File: src/rtl/arb_pkg.sv
// Shared constants and helpers for the round-robin request arbiter.
// Holds FSM state codes, default sizing and the seven-segment glyph table.
package arb_pkg;

    localparam logic ST_IDLE  = 1'b0;
    localparam logic ST_GRANT = 1'b1;

    localparam int N_DEF       = 8;
    localparam int TIMEOUT_DEF = 16;

    // Active-high segments, bit order {dp,g,f,e,d,c,b,a}
    function automatic logic [7:0] seg7(input logic [3:0] v);
        logic [7:0] p;
        p = 8'h00;
        unique case (v)
            4'h0: p = 8'h3F;
            4'h1: p = 8'h06;
            4'h2: p = 8'h5B;
            4'h3: p = 8'h4F;
            4'h4: p = 8'h66;
            4'h5: p = 8'h6D;
            4'h6: p = 8'h7D;
            4'h7: p = 8'h07;
            4'h8: p = 8'h7F;
            4'h9: p = 8'h6F;
            4'hA: p = 8'h77;
            4'hB: p = 8'h7C;
            4'hC: p = 8'h39;
            4'hD: p = 8'h5E;
            4'hE: p = 8'h79;
            4'hF: p = 8'h71;
            default: p = 8'h00;
        endcase
        return p;
    endfunction

endpackage

File: src/rtl/rr_req_arbiter_if.sv
// Requester/arbiter bundle: req/done handshake, grant status and display.
// master = requester side, slave = arbiter side.
interface rr_req_arbiter_if #(
    parameter int N   = 8,
    parameter int IDW = 3
);

    logic                 en;
    logic [N-1:0]         req;
    logic [N-1:0]         done;
    logic [N-1:0]         gnt;
    logic                 gnt_valid;
    logic [IDW-1:0]       gnt_id;
    logic                 timeout_pulse;
    logic [7:0]           grant_cnt;
    logic [7:0][7:0]      seg_out;

    modport master (
        output en,
        output req,
        output done,
        input  gnt,
        input  gnt_valid,
        input  gnt_id,
        input  timeout_pulse,
        input  grant_cnt,
        input  seg_out
    );

    modport slave (
        input  en,
        input  req,
        input  done,
        output gnt,
        output gnt_valid,
        output gnt_id,
        output timeout_pulse,
        output grant_cnt,
        output seg_out
    );

endinterface

File: src/rtl/rr_pick.sv
// Rotated priority scan: first set request at ptr, ptr+1, ... mod N.
// Covers all N positions, so a lone request just behind ptr is still found.
module rr_pick #(
    parameter int N   = 8,
    parameter int IDW = 3
) (
    input  logic [N-1:0]   req_i,
    input  logic [IDW-1:0] ptr_i,
    output logic [IDW-1:0] pick_o,
    output logic           any_o
);

    logic [IDW-1:0] idx;

    always_comb begin
        pick_o = '0;
        any_o  = 1'b0;
        idx    = '0;
        for (int i = 0; i < N; i++) begin
            idx = IDW'((int'(ptr_i) + i) % N);
            if (!any_o && req_i[idx]) begin
                any_o  = 1'b1;
                pick_o = idx;
            end
        end
    end

endmodule

File: src/rtl/seg.sv
// Seven-segment digit decoder with blanking enable.
module seg
    import arb_pkg::*;
(
    input  logic [3:0] in_i,
    input  logic       en_i,
    output logic [7:0] out_o
);

    assign out_o = en_i ? seg7(in_i) : 8'h00;

endmodule

File: src/rtl/rr_req_arbiter.sv
// Round-robin arbiter with req/done handshake, optional hold timeout,
// and a seven-segment readout of the owner id and running grant count.
module rr_req_arbiter
    import arb_pkg::*;
#(
    parameter int N       = N_DEF,
    parameter int IDW     = $clog2(N),
    parameter int TIMEOUT = TIMEOUT_DEF
) (
    input logic            clk,
    input logic            rst,
    rr_req_arbiter_if.slave bus
);

    localparam int TW = (TIMEOUT > 1) ? $clog2(TIMEOUT) : 1;
    localparam logic [TW-1:0] TMAX = TW'((TIMEOUT > 0) ? TIMEOUT - 1 : 0);

    logic           state_q, state_d;
    logic [N-1:0]   gnt_q, gnt_d;
    logic [IDW-1:0] gnt_id_q, gnt_id_d;
    logic [IDW-1:0] ptr_q, ptr_d;
    logic [TW-1:0]  timer_q, timer_d;
    logic [7:0]     cnt_q, cnt_d;
    logic           to_q, to_d;

    logic [IDW-1:0] pick;
    logic           any;
    logic           own_done;
    logic           own_req;
    logic           to_hit;
    logic           rel;

    rr_pick #(
        .N   (N),
        .IDW (IDW)
    ) u_pick (
        .req_i  (bus.req),
        .ptr_i  (ptr_q),
        .pick_o (pick),
        .any_o  (any)
    );

    assign own_done = bus.done[gnt_id_q];
    assign own_req  = bus.req[gnt_id_q];
    assign to_hit   = (TIMEOUT != 0) && (timer_q == TMAX);
    assign rel      = own_done | ~own_req | to_hit;

    always_comb begin
        state_d  = state_q;
        gnt_d    = gnt_q;
        gnt_id_d = gnt_id_q;
        ptr_d    = ptr_q;
        timer_d  = timer_q;
        cnt_d    = cnt_q;
        to_d     = 1'b0;
        unique case (state_q)
            ST_IDLE: begin
                if (any) begin
                    gnt_d    = N'(1) << pick;
                    gnt_id_d = pick;
                    cnt_d    = cnt_q + 8'd1;
                    timer_d  = '0;
                    state_d  = ST_GRANT;
                end
            end
            ST_GRANT: begin
                if (rel) begin
                    gnt_d   = '0;
                    state_d = ST_IDLE;
                    ptr_d   = (gnt_id_q == IDW'(N - 1)) ? '0 : gnt_id_q + IDW'(1);
                    // Pulse only when the timer alone forced the release
                    to_d    = to_hit & own_req & ~own_done;
                end else if (TIMEOUT != 0 && timer_q != TMAX) begin
                    timer_d = timer_q + TW'(1);
                end
            end
            default: state_d = ST_IDLE;
        endcase
    end

    always_ff @(posedge clk or posedge rst) begin
        if (rst) begin
            state_q  <= ST_IDLE;
            gnt_q    <= '0;
            gnt_id_q <= '0;
            ptr_q    <= '0;
            timer_q  <= '0;
            cnt_q    <= '0;
            to_q     <= 1'b0;
        end else begin
            state_q  <= state_d;
            gnt_q    <= gnt_d;
            gnt_id_q <= gnt_id_d;
            ptr_q    <= ptr_d;
            timer_q  <= timer_d;
            cnt_q    <= cnt_d;
            to_q     <= to_d;
        end
    end

    logic [7:0][3:0] dig_in;
    logic [7:0]      dig_en;
    logic [7:0][7:0] seg_w;

    // Digits 3..7 are fitted but always blank
    always_comb begin
        dig_in    = '0;
        dig_en    = '0;
        dig_in[0] = 4'(gnt_id_q);
        dig_en[0] = bus.en & (|gnt_q);
        dig_in[1] = cnt_q[3:0];
        dig_en[1] = bus.en;
        dig_in[2] = cnt_q[7:4];
        dig_en[2] = bus.en;
    end

    for (genvar g = 0; g < 8; g++) begin : g_dig
        seg u_seg (
            .in_i  (dig_in[g]),
            .en_i  (dig_en[g]),
            .out_o (seg_w[g])
        );
    end

    assign bus.gnt           = gnt_q;
    assign bus.gnt_valid     = |gnt_q;
    assign bus.gnt_id        = gnt_id_q;
    assign bus.timeout_pulse = to_q;
    assign bus.grant_cnt     = cnt_q;
    assign bus.seg_out       = seg_w;

endmodule

File: src/flat_wrapper.sv
// flat-port wrapper written by rule: the top's interface ports become plain ports
module rr_req_arbiter_flat import arb_pkg::*;
#(
    parameter int N       = N_DEF,
    parameter int IDW     = $clog2(N),
    parameter int TIMEOUT = TIMEOUT_DEF
)
  (clk, rst, bus_en, bus_req, bus_done, bus_gnt, bus_gnt_valid, bus_gnt_id, bus_timeout_pulse, bus_grant_cnt, bus_seg_out);
  rr_req_arbiter_if #(.N(N), .IDW(IDW)) bus_i ();
  input logic clk;
  input logic rst;
  input wire logic [$bits(bus_i.en)-1:0] bus_en;
  input wire logic [$bits(bus_i.req)-1:0] bus_req;
  input wire logic [$bits(bus_i.done)-1:0] bus_done;
  output wire logic [$bits(bus_i.gnt)-1:0] bus_gnt;
  output wire logic [$bits(bus_i.gnt_valid)-1:0] bus_gnt_valid;
  output wire logic [$bits(bus_i.gnt_id)-1:0] bus_gnt_id;
  output wire logic [$bits(bus_i.timeout_pulse)-1:0] bus_timeout_pulse;
  output wire logic [$bits(bus_i.grant_cnt)-1:0] bus_grant_cnt;
  output wire logic [$bits(bus_i.seg_out)-1:0] bus_seg_out;
  assign bus_i.en = bus_en;
  assign bus_i.req = bus_req;
  assign bus_i.done = bus_done;
  assign bus_gnt = bus_i.gnt;
  assign bus_gnt_valid = bus_i.gnt_valid;
  assign bus_gnt_id = bus_i.gnt_id;
  assign bus_timeout_pulse = bus_i.timeout_pulse;
  assign bus_grant_cnt = bus_i.grant_cnt;
  assign bus_seg_out = bus_i.seg_out;
  rr_req_arbiter #(.N(N), .IDW(IDW), .TIMEOUT(TIMEOUT)) u_core (.clk(clk), .rst(rst), .bus(bus_i));
endmodule
File: config.mk
export PLATFORM = sky130hd
export DESIGN_NAME = rr_req_arbiter_flat
export DESIGN_NICKNAME = d
export VERILOG_FILES = /design/src/rtl/arb_pkg.sv /design/src/rtl/rr_req_arbiter_if.sv /design/src/rtl/rr_pick.sv /design/src/rtl/seg.sv /design/src/rtl/rr_req_arbiter.sv /design/src/flat_wrapper.sv
export SDC_FILE = /design/constraint.sdc
export NUM_CORES = 1
export LEC_CHECK = 0
export CORE_MARGIN = 2
export CORE_UTILIZATION = 47
export CTS_CLUSTER_SIZE = 20
export DETAILED_ROUTE_END_ITERATION = 8
export PLACE_DENSITY = 0.82
export SYNTH_ARGS = -nofsm -noshare
export SYNTH_HDL_FRONTEND = slang
export SYNTH_SLANG_ARGS = --single-unit
File: constraint.sdc
create_clock -name clk -period 4.05 [get_ports clk]
set_input_delay 0.6075 -clock clk [delete_from_list [all_inputs] [get_ports clk]]
set_output_delay 0.6075 -clock clk [all_outputs]
set_load 0.01 [all_outputs]
==> results of run 1 <==
## cell usage after synthesis, types with 9 or more instances
master	count
a21oi_1	17
buf_4	43
clkbuf_1	11
dfrtp_1	28
ha_1	20
inv_1	22
mux2_2	10
mux4_2	11
nand2_1	28
nand3_1	9
nor2_1	22
o21ai_0	10
o31ai_1	9
## metrics by stage
step / hold slack, ns / util / cell area, sq um / instances
global placement: 0.487 / 0.569 / 3630 / 480
finish: 0.510 / 0.575 / 3670 / 483
detailed placement: 0.500 / 0.569 / 3630 / 480
CTS: 0.513 / 0.575 / 3670 / 483
floorplan: 0.471 / - / 3290 / 397
global route: 0.540 / 0.575 / 3670 / 483
## worst paths after layout
| kind | depth (start not counted) | endpoint | slack (ns) | start |
|---|---|---|---|---|
| max reg2reg | 9 | u_core.bus.gnt[1]$_DFFE_PP0P_ | 0.76 | u_core.ptr_q[0]$_DFFE_PP0P_ |
| min reg2reg | 1 | u_core.timer_q[0]$_DFFE_PP0P_ | 0.51 | u_core.timer_q[0]$_DFFE_PP0P_ |
| min | 1 | u_core.timer_q[0]$_DFFE_PP0P_ | 0.51 | u_core.timer_q[0]$_DFFE_PP0P_ |
| max | 9 | u_core.bus.gnt[1]$_DFFE_PP0P_ | 0.76 | u_core.ptr_q[0]$_DFFE_PP0P_ |
| max in group asynchronous | 2 | u_core.bus.gnt[6]$_DFFE_PP0P_ | 2.55 | rst |
| min in group asynchronous | 2 | u_core.bus.grant_cnt[1]$_DFFE_PP0P_ | 0.88 | rst |
## cell families after synthesis
group,Yosys count,share of synthesized area
muxes,31,0.148
adders and majority gates,20,0.0798
buffers and inverters,82,0.155
other,1,0.00120
AOI/OAI and AO/OA,87,0.209
xor gates and xnor gates,10,0.0279
and+or+nand+nor,96,0.156
DFF,28,0.223
## flip-flops by register name, indices dropped and copies added, names as in the netlist
name                      count
u_core.bus.grant_cnt          8
u_core.bus.timeout_pulse      1
u_core.bus.gnt                8
u_core.ptr_q                  3
u_core.state_q                1
u_core.bus.gnt_id             3
u_core.timer_q                4
## metal layers
layer	wire (um)	track usage
met3	470	0.0269
met4	144	0.0447
met2	3600	0.349
met5	0	0
met1	3240	0.285
## where the power goes
group          leakage, uW  internal, uW  switching (uW)
combinational      0.00121          1140            1290
sequential        0.000362           383             194
clock            0.0000216          66.8            82.9
total              0.00160          1590            1570
## cell type report
type,count,area [sq um],area share
multi-input cells,287,2110,0.574
flip-flops and latches,28,701,0.191
repair buffers,66,646,0.176
well taps,77,96.3,0.0262
clock buffers,3,41.3,0.0112
inverters,22,82.6,0.0225
==> summary.md, run 1 <==
| Metric | Value |
|---|---|
| Data required, critical path | 4.23 ns |
| #FFs+latches synth | 28 |
| Total power | between 3000 and 4000 uW |
| Leading post-synthesis cells by cell area | dfrtp_1 (22%), buf_4 (10%), ha_1 (8.0%), mux4_2 (7.9%), mux2_2 (3.6%) |
| Arr. time, crit path | 3.47 ns |
| Hold crit path type | flop to flop |
| Max_cap viols | 0 |
| Clk slew on worst S/H paths | 0.09 ns |
| Area share of the largest cell type after synthesis | 0.223 |
| I/O pin count | ~100 |
| Slew Limit Fails | 0 |
| GR Overflow Total | 0 |
| Vias in the first global route | 2586 |
| Total CTS buffers | 3 |
| NumNets Final | about 450 |
| F_max | 0.304 GHz |
| First-pass GRT wire length | around 13 mm |
| # port buffers | 60 |
| Avg Synthesized Cell Area | 8.84 sq um |
| Buffers & Inverters on Critical Path | 1 |
| Clk root buf | clkbuf_8 |
| Worst path slowest cell | nor2b_1 |
| Largest net degree at the start of global routing | 29 |
| Peak supply drop | roughly 0.00044 V |
| Crit path launch type | flop |
| Max H-tree Level | 1 |
| Routed WL | 7.45 mm |
| Resized cells post-CTS | 0 |
| Number of synthesized flops with an enable pin | 0 |
| Rows | 29 |
| Crit path max-delay family | simple AND/OR/NAND/NOR gates |
| Worst Slack Setup Final | 0.760 ns |
| Die Height | 85.7 um |
| Cell taking the most area after synthesis | dfrtp_1 |
| Netlist cell types | 57 |
| Hold-fix buffers, CTS | 0 |
| Worst Clk Skew | 0.00370 ns |
| Primary FF master, synth | dfrtp_1 |
| Yosys warnings | 0 |
| Routability cong. | 0.876 |
| Final worst-path cycle share | 0.812 |
| Clk buf depth | 2 |
| CTS tree | built |
| Most common cell after layout, fill and taps aside | clkdlybuf4s50_1 |
| Unrepaired setup endpoints after global routing | false |
| Skew-Pair Late Insertion Delay | 0.27 ns |
| Status | finished, final reports clean |
| Sequential area share after synthesis | 0.223 |
| Antenna Nets Post-Route | 0 |
| Hold Fails Final Rpt | 0 |
| DR vias/cell | 5.76 |
| Worst slew pin tran | 1.03 ns |
| # fillers | 538 |
| Core ar. | 0.00639 sq mm |
| Total negative slack | 0 ns |
| Initial antenna violation count | 0 |
| Post-Syn Area | 0.00314 sq mm |
| Most frequent cells in the layout | clkdlybuf4s50_1 (60), conb_1 (43), nand2_1 (28), dfrtp_1 (28) |
| DR iter-0 viols | just under 300 |
| Worst Setup Path Type | flop to flop |
| Postcts setup bufs | 0 |
| Tmin final | 3.29 ns |
| DR pass1 iterations | 6 |
| Area growth from synthesis to layout | 17.1% |
| Max_slew headroom | 0.315 |
| Placement Setup Slack | 0.623 ns |
| HPWL after detailed placement | roughly 5.6 mm |
| CP Capture Type | flop |
| Final setup violation count | 0 |
| GR Util All Layers | 0.207 |
| # clock sinks | 28 |
| Die X | 85.7 um |
| Diodes inserted | 0 |
| Leakage Power | ~0.0016 uW |
| Drt wl/cell | approximately 15 um |
| Pwr dens | 860 mW/mm^2 |
| Worst-path cell chain | buf_4, ha_1, xor2_1, mux2_2, nor4_1, a31oi_1, nor2b_1, nand2_1, o31ai_1 |
| CP peak stage delay | 0.49 ns |
| Proportion of layout cells with a drive suffix above 1 | 0.0936 |
| Synth async-reset ratio | 1.00 |
| Via count of the routed design | 2782 |
| DRC errors left | 0 |
| Crit path max fanout | 20 |
| Gate count after technology mapping | 355 |
| Initial Utilization | 0.491 |
| Die Area | ~0.0073 sq mm |
(Power assumes the default switching activity.)
==> run 2: changes to the inputs <==
Settings changed: CORE_UTILIZATION 47 to 43, PLACE_DENSITY 0.82 to 0.79.
Clock period 4.05 ns to 2.8 ns, I/O delays scaled along.
==> summary.md, run 2 (synthesized netlist as in run 1, its figures left out) <==
| Metric | Value |
|---|---|
| Proportion of layout cells with a drive suffix above 1 | 0.252 (+0.158) |
| Initial antenna violation count | 0 (unchanged) |
| Hold Fails Final Rpt | 0 (unchanged) |
| Die Height | 89.4 um (+4.3%) |
| Final setup violation count | 4 (+4) |
| Total CTS buffers | 3 (unchanged) |
| Die X | 89.4 um (+4.3%) |
| Highest Signal Layer | met4 |
| Met1 wire length | 3.75 mm (+16%) |
| R2r worst-path depth | 9 (unchanged) |
| Hold crit path type | primary input to asynchronous set/reset pin |
| DRC errors left | 0 (unchanged) |
| Vias in the first global route | 2718 (+5.1%) |
| Peak supply drop | 0.000705 V (+60%) |
| Skew-Pair Late Insertion Delay | 0.27 ns (about the same) |
| Slew Limit Fails | 0 (unchanged) |
| Antenna Nets Post-Route | 0 (unchanged) |
| Diodes inserted | 0 (unchanged) |
| Met2 WL post-DR | 4.38 mm (+22%) |
| GR Overflow Total | 0 (unchanged) |
| Violated checks | setup timing |
| Routed WL | 8.72 mm (+17%) |
| HPWL after detailed placement | 6.16 mm (+9.1%) |
| Final core occ | 0.602 (+0.0270) |
| CTS tree | built |
| # clock sinks | 28 (unchanged) |
| DR iter-0 viols | 195 (-34%) |
| Clk buf depth | 2 (unchanged) |
| Status | complete, but fails checks |
| NumNets Final | 497 (+11%) |
| Worst-path cell chain | buf_12, buf_4, mux4_2, mux2i_1, nand2_1, o221ai_1, o21ai_0, o22a_1, a32o_1 |
| F_max | 0.351 GHz (+15%) |
| Worst Clk Skew | 0.00341 ns (-0.000291 ns) |
| Most frequent cells in the layout | clkdlybuf4s50_1 (52), buf_4 (51), conb_1 (43), nand2_1 (27), dfrtp_1 (26) |
| Crit path launch type | flop |
| Clk root buf | clkbuf_8 |
| Finished Layout Cells | 556 (+15%) |
| DR vias/cell | 5.41 (-6.0%) |
| Worst slew pin tran | 0.524 ns (-0.502 ns) |
| Drt wl/cell | 15.7 um (+1.7%) |
| CP Capture Type | flop |
| Crit path max fanout | 14 (-30%) |
| Area growth from synthesis to layout | 37.8% |
| Die Area | 0.00799 sq mm (+8.9%) |
| Largest net degree at the start of global routing | 29 (unchanged) |
| Routability cong. | 0.867 (-1.1%) |
| Core ar. | 0.00718 sq mm (+12%) |
| Initial Utilization | 0.437 (-0.0540) |
| First-pass GRT wire length | 13.0 mm (+3.1%) |
| Via count of the routed design | 3009 (+8.2%) |
| Most common cell after layout, fill and taps aside | clkdlybuf4s50_1 |
| Max_cap viols | 0 (unchanged) |
| Leakage Power | 0.00196 uW (+23%) |
| Tmin final | 2.85 ns (-0.441 ns) |
| Arr. time, crit path | 3.01 ns (-0.46 ns) |
| Met3 WL | 478 um (+1.7%) |
| DR pass1 iterations | 4 (-2) |
| Final worst-path cycle share | 1.02 (+0.205) |
| # port buffers | 60 (unchanged) |
| Worst path slowest cell | mux4_2 |
| Worst Slack Setup Final | -0.0485 ns (-0.809 ns) |
| Worst Setup Path Type | flop to flop |
| Pwr dens | 1360 mW/mm^2 (+59%) |
| Dpl cells | 537 (+12%) |
| GR Util All Layers | 0.203 (-0.00424) |
| Clk slew on worst S/H paths | 0.09 ns (about the same) |
| CP peak stage delay | 0.57 ns (+0.08 ns) |
| I/O pin count | 104 (unchanged) |
| Max_slew headroom | 0.650 (+0.335) |
| Unrepaired setup endpoints after global routing | true |
| Max H-tree Level | 1 (unchanged) |
| Data required, critical path | 2.97 ns (-1.26 ns) |
| Rows | 31 (+6.9%) |
## run 2: final timing paths
check	slack [ns]	endpoint	start
setup / recovery	-0.05	u_core.bus.gnt[5]$_DFFE_PP0P_	u_core.ptr_q[0]$_DFFE_PP0P_
hold / removal	0.50	u_core.bus.grant_cnt[0]$_DFFE_PP0P_	rst
setup reg to reg	-0.05	u_core.bus.gnt[5]$_DFFE_PP0P_	u_core.ptr_q[0]$_DFFE_PP0P_
hold reg to reg	0.51	u_core.timer_q[0]$_DFFE_PP0P_	u_core.timer_q[0]$_DFFE_PP0P_
max in group asynchronous	2.03	u_core.ptr_q[0]$_DFFE_PP0P_	rst
min in group clk	0.51	u_core.timer_q[0]$_DFFE_PP0P_	u_core.timer_q[0]$_DFFE_PP0P_
## run 2: metal layers
layer	vias to the layer above	GRT usage
li1	1412	-
met1	1472	0.278
met2	111	0.339
met3	14	0.0323
met4	0	0.0407
met5	-	0
## run 2: per-stage QoR
stage	setup WS [ns]	total power [uW]	hold WS [ns]	area, sq um	setup TNS, ns
final	-0.0485	5890	0.498	4320	-0.108
after global routing	-0.125	6290	0.535	4320	-1.00
after CTS	0.00247	5320	0.503	4130	0
after detailed placement	-0.310	4790	0.490	3980	-4.65
after global placement	-0.279	4690	0.488	3980	-3.99
after floorplan	-0.0861	3410	0.471	3350	-0.552
## run 2: power by group
part           switching [uW]  internal [uW]  leakage [uW]
clock                     123            126     0.0000288
combinational            2390           2420       0.00157
sequential                285            557      0.000360
total                    2790           3100       0.00196
## run 2: what timing repair did
item / in CTS / in global routing
setup endpoints to repair: 9 / 22
resized for setup: 14 / 31
hold buffers: 0 / 0
setup buffers: 5 / 10
cloned: 0 / 0
pin swaps: 7 / 9
## run 2: critical path, delay by kind of cell (launching register included)
family	cells	cell delay, ns
muxes	2	0.87
DFF	1	0.42
and+or+nand+nor	1	0.15
AOI/OAI and AO/OA	4	1.03
buffers and inverters	2	0.26
## run 2: final cells by class
class	instances	area [sq um]
sequential	28	703
fill	576	2850
timing repair buffer	116	1070
inverter	22	85.1
multi-input combinational	287	2290
tap	99	124
clock buffer	4	55.1
==> run 3: changes to the inputs <==
Settings changed: CORE_UTILIZATION 43 to 59, CTS_BUF_LIST from default to sky130_fd_sc_hd__clkbuf_8 sky130_fd_sc_hd__clkbuf_16, DONT_BUFFER_PORTS from default to 1, PLACE_DENSITY 0.79 to 0.78.
==> summary.md, run 3 (synthesized netlist as in run 1, its figures left out) <==
| Metric | Value |
|---|---|
| Initial Utilization | 0.614 (+0.177) |
| DR iter-0 viols | 156 (-20%) |
| I/O pin count | 104 (unchanged) |
| Routed WL | 7.54 mm (-14%) |
| Die Area | 0.00592 sq mm (-26%) |
| Hold Fails Final Rpt | 0 (unchanged) |
| Vias in the first global route | 2452 (-9.8%) |
| CP peak stage delay | 0.51 ns (-0.06 ns) |
| Arr. time, crit path | 3.06 ns (+0.05 ns) |
| Violated checks | setup timing |
| Met3 Use GR | 0.0612 (+0.0289) |
| Max_cap viols | 0 (unchanged) |
| Reg2reg setup slack | -0.08 ns (-0.03 ns) |
| Data required, critical path | 2.98 ns (about the same) |
| Dpl cells | 434 (-19%) |
| Area growth from synthesis to layout | 11.3% |
| GR Util All Layers | 0.235 (+0.0325) |
| Crit path launch type | flop |
| Worst Setup Path Type | flop to flop |
| CP Capture Type | flop |
| Initial antenna violation count | 0 (unchanged) |
| Die X | 76.9 um (-14%) |
| Crit path max fanout | 13 (-1) |
| Most frequent cells in the layout | conb_1 (43), buf_4 (29), dfrtp_1 (27), nand2_1 (25), nor2_1 (22) |
| DR pass1 iterations | 4 (unchanged) |
| # fillers | 390 (-32%) |
| Crit path max-delay family | compound AO/OA/AOI/OAI gates |
| Clk buf depth | 2 (unchanged) |
| Status | complete, but fails checks |
| Hold-fix buffers, CTS | 0 (unchanged) |
| Met2 Use GR | 0.389 (+0.0501) |
| Hold WS | 0.281 ns (-0.217 ns) |
| DRC errors left | 0 (unchanged) |
| Via count of the routed design | 2686 (-11%) |
| Clk slew on worst S/H paths | 0.10 ns (about the same) |
| Clk root buf | clkbuf_8 |
| Buffers & Inverters on Critical Path | 2 (unchanged) |
| Pwr dens | 1480 mW/mm^2 (+8.2%) |
| Total CTS buffers | 3 (unchanged) |
| R2r worst-path depth | 9 (unchanged) |
| Most common cell after layout, fill and taps aside | conb_1 |
| Final setup violation count | 9 (+5) |
| Final worst-path cycle share | 1.03 (+0.0119) |
| Die Height | 76.9 um (-14%) |
| Worst slew pin tran | 1.07 ns (+0.541 ns) |
| Diodes inserted | 0 (unchanged) |
| CTS tree | built |
| # port buffers | 0 (-100%) |
| RR Startpoint | u_core.ptr_q[0]$_DFFE_PP0P_ |
| Final core occ | 0.684 (+0.0815) |
| Max_slew headroom | 0.289 (-0.362) |
| Drt wl/cell | 17.1 um (+8.7%) |
| GR Overflow Total | 0 (unchanged) |
| RR Endpoint | u_core.bus.gnt[6]$_DFFE_PP0P_ |
| Total negative slack | -0.470 ns (-0.362 ns) |
| Largest net degree at the start of global routing | 29 (unchanged) |
| Hold crit path type | primary input to asynchronous set/reset pin |
| Rows | 26 (-16%) |
| F_max | 0.347 GHz (-1.2%) |
| First-pass GRT wire length | 11.6 mm (-11%) |
| Worst path slowest cell | mux4_2 |
| Total power | 5160 uW (-13%) |
| Peak supply drop | 0.00100 V (+42%) |
| Worst-path cell chain | buf_12, mux2_2, mux4_2, o32ai_4, buf_4, a21oi_1, a31oi_1, o22ai_2, a32o_1 |
| # clock sinks | 28 (unchanged) |
| Antenna Nets Post-Route | 0 (unchanged) |
| Core ar. | 0.00511 sq mm (-29%) |
| Slew Limit Fails | 0 (unchanged) |
| HPWL after detailed placement | 5.40 mm (-12%) |
| DR vias/cell | 6.08 (+12%) |
| Worst Clk Skew | 0.00448 ns (+0.00107 ns) |
| Leakage Power | 0.00156 uW (-20%) |
| Max H-tree Level | 1 (unchanged) |
| Met1 usage | 0.317 (+0.0388) |
| Skew-Pair Late Insertion Delay | 0.28 ns (about the same) |
| Worst Slack Setup Final | -0.0819 ns (-0.0333 ns) |
| GRT Max-Usage Layer | met2 |
| Routability cong. | 0.897 (+3.6%) |
| Proportion of layout cells with a drive suffix above 1 | 0.247 (-0.00433) |
| Tmin final | 2.88 ns (+0.0333 ns) |
| Unrepaired setup endpoints after global routing | true |
| NumNets Final | 412 (-17%) |
| Finished Layout Cells | 442 (-21%) |
run 3: worst register-to-register path: stages, from the launching register on:
cell,delay (ns)
dfrtp_2,0.46
buf_12,0.17
mux2_2,0.37
mux4_2,0.51
o32ai_4,0.37
buf_4,0.18
a21oi_1,0.04
a31oi_1,0.22
o22ai_2,0.17
a32o_1,0.28
run 3: cell type report:
| class | count | area, sq um | share of cell area |
|---|---|---|---|
| flip-flops and latches | 28 | 702 | 0.201 |
| well taps | 70 | 87.6 | 0.0251 |
| multi-input cells | 287 | 2300 | 0.658 |
| clock buffers | 3 | 41.3 | 0.0118 |
| repair buffers | 31 | 249 | 0.0713 |
| inverters | 22 | 85.1 | 0.0244 |
| clock inverters | 1 | 30.0 | 0.00860 |
run 3: routing by layer:
metal  routed length, um  up-vias
li1                    -     1240
met1                3260     1280
met2                3520      152
met3                 651       14
met4                 104        0
met5                   0        -
run 3: worst max path at each step:
stage                                         end                   startpoint  depth (start not counted)  slack, ns
finish              u_core.bus.gnt[6]$_DFFE_PP0P_  u_core.ptr_q[0]$_DFFE_PP0P_                          9      -0.08
detailed placement  u_core.bus.gnt[4]$_DFFE_PP0P_  u_core.ptr_q[0]$_DFFE_PP0P_                          7      -0.12
CTS                 u_core.bus.gnt[4]$_DFFE_PP0P_  u_core.ptr_q[0]$_DFFE_PP0P_                          8     -0.002
floorplan           u_core.bus.gnt[6]$_DFFE_PP0P_  u_core.ptr_q[0]$_DFFE_PP0P_                         11      -0.09
global placement    u_core.bus.gnt[4]$_DFFE_PP0P_  u_core.ptr_q[0]$_DFFE_PP0P_                          8      -0.05
global route        u_core.bus.gnt[4]$_DFFE_PP0P_  u_core.ptr_q[0]$_DFFE_PP0P_                          8      -0.18
run 3: power by group:
part | internal, uW | leakage (uW) | switching (uW)
Combinational | 1810 | 0.00117 | 2130
Sequential | 555 | 0.000361 | 332
Clock | 192 | 0.0000357 | 134
Total | 2560 | 0.00156 | 2600
run 3: repair_timing:
action | in CTS | in global routing
endpoints found under the hold margin | 0 | 0
setup buffers | 2 | 2
setup endpoints to repair | 10 | 18
pin swaps | 3 | 15
resized for setup | 3 | 33
run 3: metrics by stage:
stage          setup slack [ns]  area, sq um
2_1_floorplan           -0.0861         3350
3_5_place_dp             -0.118         3220
5_1_grt                  -0.178         3490
4_1_cts                -0.00163         3320
6_report                -0.0819         3490
3_3_place_gp            -0.0500         3220
